==> src/rtl/uart_sort_ctrl_if.sv <==
// rtl/uart_sort_ctrl_if.sv - handshake bundle between uart_rx/uart_tx glue and the byte sorter
interface uart_sort_ctrl_if #(
  parameter int DEPTH = 8
);
  localparam int CW = $clog2(DEPTH) + 1;

  logic          i_Rx_DV;
  logic [7:0]    i_Rx_Byte;
  logic          i_Tx_Active;
  logic          i_Tx_Done;
  logic          o_Tx_DV;
  logic [7:0]    o_Tx_Byte;
  logic          o_Busy;
  logic          o_Done;
  logic          o_Overrun;
  logic [CW-1:0] o_Rx_Count;

  // Driven by the UART side (or a bench), observed by the sorter.
  modport master (
    output i_Rx_DV, i_Rx_Byte, i_Tx_Active, i_Tx_Done,
    input  o_Tx_DV, o_Tx_Byte, o_Busy, o_Done, o_Overrun, o_Rx_Count
  );

  // Sorter side.
  modport slave (
    input  i_Rx_DV, i_Rx_Byte, i_Tx_Active, i_Tx_Done,
    output o_Tx_DV, o_Tx_Byte, o_Busy, o_Done, o_Overrun, o_Rx_Count
  );
endinterface

==> src/rtl/uart_sort_ctrl.sv <==
// rtl/uart_sort_ctrl.sv - captures DEPTH bytes, bubble-sorts them, retransmits; UART_SORT_DESCENDING_EN selects largest-first order
module uart_sort_ctrl #(
  parameter int DEPTH = 8
) (
  input  logic            i_Clock,
  input  logic            i_Rst_n,
  uart_sort_ctrl_if.slave bus
);
  localparam int IW = $clog2(DEPTH);
  localparam int CW = IW + 1;
  localparam logic [IW-1:0] LAST_J = IW'(DEPTH - 2);
  localparam logic [IW-1:0] LAST_K = IW'(DEPTH - 1);
  localparam logic [CW-1:0] LAST_C = CW'(DEPTH - 1);

  typedef enum logic [2:0] {
    ST_RX,
    ST_SORT,
    ST_TX_ISSUE,
    ST_TX_WAIT,
    ST_DONE
  } state_t;

  state_t        state_q, state_d;
  logic [7:0]    buf_q [DEPTH];
  logic [7:0]    buf_d [DEPTH];
  logic [CW-1:0] cnt_q, cnt_d;
  logic [IW-1:0] j_q, j_d;
  logic [IW-1:0] p_q, p_d;
  logic [IW-1:0] k_q, k_d;
  logic          tx_dv_q, tx_dv_d;
  logic [7:0]    tx_byte_q, tx_byte_d;
  logic          busy_q, busy_d;
  logic          done_q, done_d;
  logic          overrun_q, overrun_d;

  logic [IW-1:0] j_nxt;
  logic          swap_needed;
  logic          issue_try;

  assign j_nxt = j_q + IW'(1);

`ifdef UART_SORT_DESCENDING_EN
  assign swap_needed = buf_q[j_q] < buf_q[j_nxt];
`else
  assign swap_needed = buf_q[j_q] > buf_q[j_nxt];
`endif

  // Next-state, datapath and registered-output decode for the whole frame cycle.
  always_comb begin
    state_d   = state_q;
    buf_d     = buf_q;
    cnt_d     = cnt_q;
    j_d       = j_q;
    p_d       = p_q;
    k_d       = k_q;
    tx_dv_d   = 1'b0;
    tx_byte_d = tx_byte_q;
    overrun_d = 1'b0;
    issue_try = 1'b0;

    case (state_q)
      ST_RX: begin
        if (bus.i_Rx_DV) begin
          buf_d[cnt_q[IW-1:0]] = bus.i_Rx_Byte;
          cnt_d = cnt_q + CW'(1);
          if (cnt_q == LAST_C) begin
            state_d = ST_SORT;
            j_d     = '0;
            p_d     = '0;
          end
        end
      end
      ST_SORT: begin
        if (swap_needed) begin
          buf_d[j_q]   = buf_q[j_nxt];
          buf_d[j_nxt] = buf_q[j_q];
        end
        if (j_q == LAST_J - p_q) begin
          j_d = '0;
          if (p_q == LAST_J) begin
            // Last compare: the first byte can launch on this same edge.
            state_d   = ST_TX_ISSUE;
            k_d       = '0;
            issue_try = 1'b1;
          end else begin
            p_d = p_q + IW'(1);
          end
        end else begin
          j_d = j_nxt;
        end
      end
      ST_TX_ISSUE: begin
        issue_try = 1'b1;
      end
      ST_TX_WAIT: begin
        if (bus.i_Tx_Done) begin
          if (k_q == LAST_K) begin
            state_d = ST_DONE;
          end else begin
            k_d     = k_q + IW'(1);
            state_d = ST_TX_ISSUE;
          end
        end
      end
      ST_DONE: begin
        cnt_d   = '0;
        state_d = ST_RX;
      end
      default: begin
        state_d = ST_RX;
      end
    endcase

    // Bytes arriving while a frame is being sorted or sent are dropped.
    if (bus.i_Rx_DV && (state_q != ST_RX)) begin
      overrun_d = 1'b1;
    end

    // buf_d is used so the byte reflects the final swap of the sort.
    if (issue_try && !bus.i_Tx_Active) begin
      tx_dv_d   = 1'b1;
      tx_byte_d = buf_d[k_d];
      state_d   = ST_TX_WAIT;
    end

    busy_d = (state_d == ST_SORT) || (state_d == ST_TX_ISSUE) || (state_d == ST_TX_WAIT);
    done_d = (state_d == ST_DONE);
  end

  // State, buffer and output registers.
  always_ff @(posedge i_Clock or negedge i_Rst_n) begin
    if (!i_Rst_n) begin
      state_q   <= ST_RX;
      for (int i = 0; i < DEPTH; i++) begin
        buf_q[i] <= 8'h00;
      end
      cnt_q     <= '0;
      j_q       <= '0;
      p_q       <= '0;
      k_q       <= '0;
      tx_dv_q   <= 1'b0;
      tx_byte_q <= 8'h00;
      busy_q    <= 1'b0;
      done_q    <= 1'b0;
      overrun_q <= 1'b0;
    end else begin
      state_q   <= state_d;
      buf_q     <= buf_d;
      cnt_q     <= cnt_d;
      j_q       <= j_d;
      p_q       <= p_d;
      k_q       <= k_d;
      tx_dv_q   <= tx_dv_d;
      tx_byte_q <= tx_byte_d;
      busy_q    <= busy_d;
      done_q    <= done_d;
      overrun_q <= overrun_d;
    end
  end

  assign bus.o_Tx_DV    = tx_dv_q;
  assign bus.o_Tx_Byte  = tx_byte_q;
  assign bus.o_Busy     = busy_q;
  assign bus.o_Done     = done_q;
  assign bus.o_Overrun  = overrun_q;
  assign bus.o_Rx_Count = cnt_q;
endmodule

==> src/flat_wrapper.sv <==
// flat-port wrapper written by rule: the top's interface ports become plain ports
module uart_sort_ctrl_flat 
#(
  parameter int DEPTH = 8
)
  (i_Clock, i_Rst_n, bus_i_Rx_DV, bus_i_Rx_Byte, bus_i_Tx_Active, bus_i_Tx_Done, bus_o_Tx_DV, bus_o_Tx_Byte, bus_o_Busy, bus_o_Done, bus_o_Overrun, bus_o_Rx_Count);
  uart_sort_ctrl_if #(.DEPTH(DEPTH)) bus_i ();
  input  logic i_Clock;
  input  logic i_Rst_n;
  input wire logic [$bits(bus_i.i_Rx_DV)-1:0] bus_i_Rx_DV;
  input wire logic [$bits(bus_i.i_Rx_Byte)-1:0] bus_i_Rx_Byte;
  input wire logic [$bits(bus_i.i_Tx_Active)-1:0] bus_i_Tx_Active;
  input wire logic [$bits(bus_i.i_Tx_Done)-1:0] bus_i_Tx_Done;
  output wire logic [$bits(bus_i.o_Tx_DV)-1:0] bus_o_Tx_DV;
  output wire logic [$bits(bus_i.o_Tx_Byte)-1:0] bus_o_Tx_Byte;
  output wire logic [$bits(bus_i.o_Busy)-1:0] bus_o_Busy;
  output wire logic [$bits(bus_i.o_Done)-1:0] bus_o_Done;
  output wire logic [$bits(bus_i.o_Overrun)-1:0] bus_o_Overrun;
  output wire logic [$bits(bus_i.o_Rx_Count)-1:0] bus_o_Rx_Count;
  assign bus_i.i_Rx_DV = bus_i_Rx_DV;
  assign bus_i.i_Rx_Byte = bus_i_Rx_Byte;
  assign bus_i.i_Tx_Active = bus_i_Tx_Active;
  assign bus_i.i_Tx_Done = bus_i_Tx_Done;
  assign bus_o_Tx_DV = bus_i.o_Tx_DV;
  assign bus_o_Tx_Byte = bus_i.o_Tx_Byte;
  assign bus_o_Busy = bus_i.o_Busy;
  assign bus_o_Done = bus_i.o_Done;
  assign bus_o_Overrun = bus_i.o_Overrun;
  assign bus_o_Rx_Count = bus_i.o_Rx_Count;
  uart_sort_ctrl #(.DEPTH(DEPTH)) u_core (.i_Clock(i_Clock), .i_Rst_n(i_Rst_n), .bus(bus_i));
endmodule
==> config.mk <==
export PLATFORM = sky130hd
export DESIGN_NAME = uart_sort_ctrl_flat
export DESIGN_NICKNAME = d
export VERILOG_FILES = /design/src/rtl/uart_sort_ctrl_if.sv /design/src/rtl/uart_sort_ctrl.sv /design/src/flat_wrapper.sv
export SDC_FILE = /design/constraint.sdc
export NUM_CORES = 1
export LEC_CHECK = 0
export ABC_CLOCK_PERIOD_IN_PS = 5700
export BUFFER_PORTS_ARGS = -buffer_cell sky130_fd_sc_hd__buf_4
export CAP_MARGIN = 15
export CORE_MARGIN = 2
export CORE_UTILIZATION = 55
export DETAILED_ROUTE_END_ITERATION = 16
export PLACE_DENSITY = 0.72
export SLEW_MARGIN = 15
export SYNTH_ARGS = -nofsm -noshare
export SYNTH_HDL_FRONTEND = slang
export SYNTH_SLANG_ARGS = --single-unit
==> constraint.sdc <==
create_clock -name i_Clock -period 5.7 [get_ports i_Clock]
set_clock_uncertainty 0.05 [all_clocks]
set_input_delay 0.285 -clock i_Clock [delete_from_list [all_inputs] [get_ports i_Clock]]
set_output_delay 0.285 -clock i_Clock [all_outputs]
set_load 0.02 [all_outputs]
Word level (Yosys, flattened, before mapping)
Index checks and enable logic that the tools add are counted. Widths: inputs -> output; s select.

Add/subtract/negate cells: 5. $mul: 0. Div/mod/pow operators: 0. Magnitude comparators: 8. Eq/ne operators: 16. Shift-type cells: 0. Multiplexer cells: 48. Bitwise logic cells: 4. Reduce and logical (&&, ||, !) cells: 15.

Operator list (number): $bwmux 64 (3); $mux 64 (2); $pmux 64 s2 (1); $bmux 8 s3 (3); $demux 8 s3 (3); $mux 8 (9); $mux 3 (16); $pmux 3 s2 (3); $ge 4x4->1 const B (4); $not 3->4 (4); $eq 3x2->1 const B (4); $eq 3x3->1 const B (4); $lt 4x1->1 const B (3); $pmux 3 s4 (1); $add 3x1->3 const B (3); $gt 8x8->1 (1); $pmux 4 s2 (1); $eq 3x1->1 const B (2); $logic_and 1x1->1 (5); $reduce_and 5->1 (1); $add 4x1->4 const B (1); $eq 4x3->1 const B (1); $mux 1 (4); $mux 4 (1); 12 further kinds (16).

Flip-flop bits (word level): 92. Bits in latches: 0. RAM bits: 0. Memory bits (read-only): 0. Bits of input ports: 13. Logic and storage cells: 114. Memories: 0.

Longest topological paths before layout
Word-level depth: 12. Gate-level depth with buffers: 19.

Worst setup path before layout
Ideal clock, no wire load.

Path type: register -> register. Start point: register u_core.j_q[0]. End point: register u_core.tx_byte_q[0], in the netlist u_core.bus.o_Tx_Byte[0]. Arrival time: 4075 ps. Required time: 5551 ps. Slack: 1476 ps. Cell stages (with the launch flop): 18. Period minus slack after synthesis: 4224 ps. Cell sequence: dfrtp_1 > ha_1 > buf_4 > xor2_4 > buf_4 > mux4_2 > mux2i_1 > ha_1 > a211oi_1 > nor2_1 > o311a_1 > nand2_1 > clkbuf_1 > buf_1 > o22ai_1 > a31oi_1 > o211ai_1 > a311oi_1.

Cells in the longest elaborated chain, start to end: 12. Elaborated cells on any way between the ends: 34.

RTL lines: start, declared (RTL line uart_sort_ctrl.sv:27) `logic [IW-1:0] j_q, j_d;`; start signal, assigned (RTL line uart_sort_ctrl.sv:150) `j_q <= j_d;`; parallel branches: the longest is 12 deep, another holds $gt 8x8->1; end signal, assigned (RTL line uart_sort_ctrl.sv:154) `tx_byte_q <= tx_byte_d;`; end, declared (RTL line uart_sort_ctrl.sv:31) `logic [7:0] tx_byte_q, tx_byte_d;`.

Parallel ways; which one is timed is not known. The select of a mux whose other input is x is not followed. A chain may end at the register's enable or synchronous reset.

Worst setup path after layout
Start point: register u_core.j_q[0]. End point: register u_core.tx_byte_q[4], in the netlist u_core.bus.o_Tx_Byte[4].

Same word-level chain as after synthesis.

==> metrics.txt <==
Crit Path Class flip-flop to flip-flop; Syn Area/Cell 8.40 um2; die area 15,800 um2; clk_lat worst skew 370 ps; area grow syn2layout 9.05%; antenna-violating nets left 0; layout cells sized above 1 15.4%; Startpoint Class flip-flop; Synth area leader dfrtp_1; total number of vias 9,543; DRT iter0 DRCs 2,007; Seq/Total Area, Yosys 28.3%; starting density of the core 56.2%; setup bufs post-CTS 0; die width 126 um; io pins 29; Async SR Flop Fraction 100%; hold_sp bus_i_Rx_DV; H-tree levels 3; MaxCap Viol Count 0; CTS Root Cell clkbuf_16; Seq cells post-synth 92; Main synth FF type dfrtp_1; FMAX 189 MHz; synth unique cells 89; synth top area cells dfrtp_1 28%, nand2_1 6.9%, mux4_2 6.4%; most frequent cells in the layout 150 x nand2_1, 91 x dfrtp_1, 78 x nor2_1; number of placement rows 44; commonest non-fill, non-tap cell in the layout nand2_1; Chip Height 126 um; Max Slew Vio Count 0; CP startpoint u_core.j_q[0]; Netlist Area Pre-Place 8140 um2; Post-Syn Instances 969; Clock Sinks 92; crit path DAT 5510 ps; crit end category flip-flop; CORE AREA 14,500 um2; Max Fanout on Critical Path 17; Final setup viols 0; first-pass GRT wire length 58,500 um; Tot GR Track Use 50.4%; final worst hold slack 159 ps; TritonCTS Buffers 9; r2r setup slk 400 ps; fin crit share 93.0%; Slew headroom 17.2%; port bufs 28; setup ws final 397 ps; Detailed Routing Iterations Pass 1 12; area share of the leading cell type in the synthesized netlist 28.3%; RSZ-0062 raised after global routing false; r2r startpoint u_core.j_q[0]; Synth Net Count 996; clock slew at reported path FFs 80 ps; status finished clean; final hold violation count 0; Worst-Margin Slew 1230 ps; Synth Warn # 0; RePlAce Congestion 1.07; Worst Path Required 5910 ps; largest net degree at the start of global routing 53; setup tns final 0 ps; pre-CTS WS 682 ps; Post-synth EDFFs 0; DRC Markers 0; Clock Path Buffers 2; remaining global-route overflow 0; post-layout minimum cycle time 5300 ps; antenna violations before repair 1; drt wl/cell 34.3 um; Hold WC Path Type primary input to flip-flop; vias per cell 8.17; Final #Nets 1,005; vias in the first global route 8,884; CTS tree built; Total Routed Length 40,100 um; detailed placement HPWL 27,500 um
==> timing repair <==
action,CTS,global route
resized for setup,0,0
endpoints found under the hold margin,40,0
hold buffers,1,0
==> metrics by stage <==
| step | instance area, um2 | cells | utilization, % |
|---|---|---|---|
| after floorplan | 8140 | 969 | - |
| after detailed placement | 8540 | 1149 | 59.0 |
| after global placement | 8540 | 1149 | 59.0 |
| final | 8880 | 1168 | 61.3 |
| after global routing | 8880 | 1167 | 61.3 |
| after CTS | 8870 | 1166 | 61.3 |
==> per-layer routing <==
layer / vias up / track usage (%) / routed length (um) / part of all wire (%)
li1: 3766 / - / - / -
met1: 4466 / 64.9 / 14300 / 36
met2: 1013 / 68.4 / 15700 / 39
met3: 298 / 23.8 / 6760 / 17
met4: 0 / 30.1 / 3350 / 8.4
met5: - / 3.10 / 0 / 0
==> final cells by class <==
class                      count  area (um2)
clock buffer                  11         233
fill                        1282        5600
clock inverter                 5        85.1
timing repair buffer          67         503
multi-input combinational    792        5460
antenna                        1        2.50
tap                          184         230
inverter                      16        60.1
sequential                    92        2300
==> state kept, by name, summed over array words and instances (netlist names) <==
register	count
u_core.buf_q	64
u_core.bus.o_Busy	1
u_core.bus.o_Done	1
u_core.bus.o_Overrun	1
u_core.bus.o_Rx_Count	4
u_core.bus.o_Tx_Byte	8
u_core.bus.o_Tx_DV	1
u_core.j_q	3
u_core.k_q	3
u_core.p_q	3
u_core.state_q	3
==> cell usage after synthesis (5+ instances only) <==
| master | instances |
|---|---|
| a311oi_1 | 6 |
| ha_1 | 14 |
| o211ai_1 | 28 |
| o22a_1 | 5 |
| mux2_2 | 15 |
| nor2_1 | 79 |
| a211oi_1 | 9 |
| nand3_1 | 47 |
| a22oi_1 | 30 |
| o221ai_1 | 9 |
| mux4_2 | 23 |
| a221o_1 | 11 |
| nor2b_1 | 7 |
| o2111ai_1 | 5 |
| and2_1 | 20 |
| a21o_1 | 5 |
| o31ai_1 | 7 |
| mux2i_1 | 27 |
| nand2_1 | 150 |
| o22ai_1 | 23 |
| buf_4 | 5 |
| nand3b_1 | 5 |
| nand2b_1 | 12 |
| dfrtp_1 | 92 |
| and3_1 | 13 |
| o21ai_0 | 41 |
| buf_2 | 19 |
| a21oi_1 | 31 |
| a32oi_1 | 9 |
| clkbuf_1 | 37 |
| nor3_1 | 20 |
| or3_1 | 6 |
| a221oi_1 | 7 |
| a31oi_1 | 13 |
| inv_1 | 12 |
| nand4_1 | 11 |
| a22o_1 | 10 |
==> final timing paths <==
path | to | cells past startpoint
setup / recovery | u_core.bus.o_Tx_Byte[4] | 15
min in group asynchronous | u_core.buf_q[59] | 2
max in group asynchronous | u_core.j_q[2] | 3
setup reg to reg | u_core.bus.o_Tx_Byte[4] | 15
hold reg to reg | u_core.buf_q[28] | 1
hold / removal | u_core.bus.o_Overrun | 2
==> worst max-delay path, stage by stage, from the launching register on <==
cell and delay, ps:
dfrtp_1 410, ha_1 270, xor2_4 540, buf_4 280, mux4_2 350, mux2i_1 400, ha_1 360, a211oi_1 230
nor2_1 160, nand4bb_1 210, buf_4 210, a21oi_1 830, or2_2 270, a22oi_1 110, a211o_1 320, a2111oi_2 190
==> kinds of logic after synthesis <==
family	after synthesis	share of synthesized area [%]
buffers and inverters	85	4.82
flip-flops	92	28.3
XOR/XNOR	6	0.968
multiplexers	66	11.9
AO/OA/AOI/OAI	305	28.2
adder cells (fa/ha/maj)	14	2.15
AND/OR/NAND/NOR	401	23.6
Power is not shown: default switching activity piles up to over one toggle a cycle in this logic, so the estimate is an artifact.
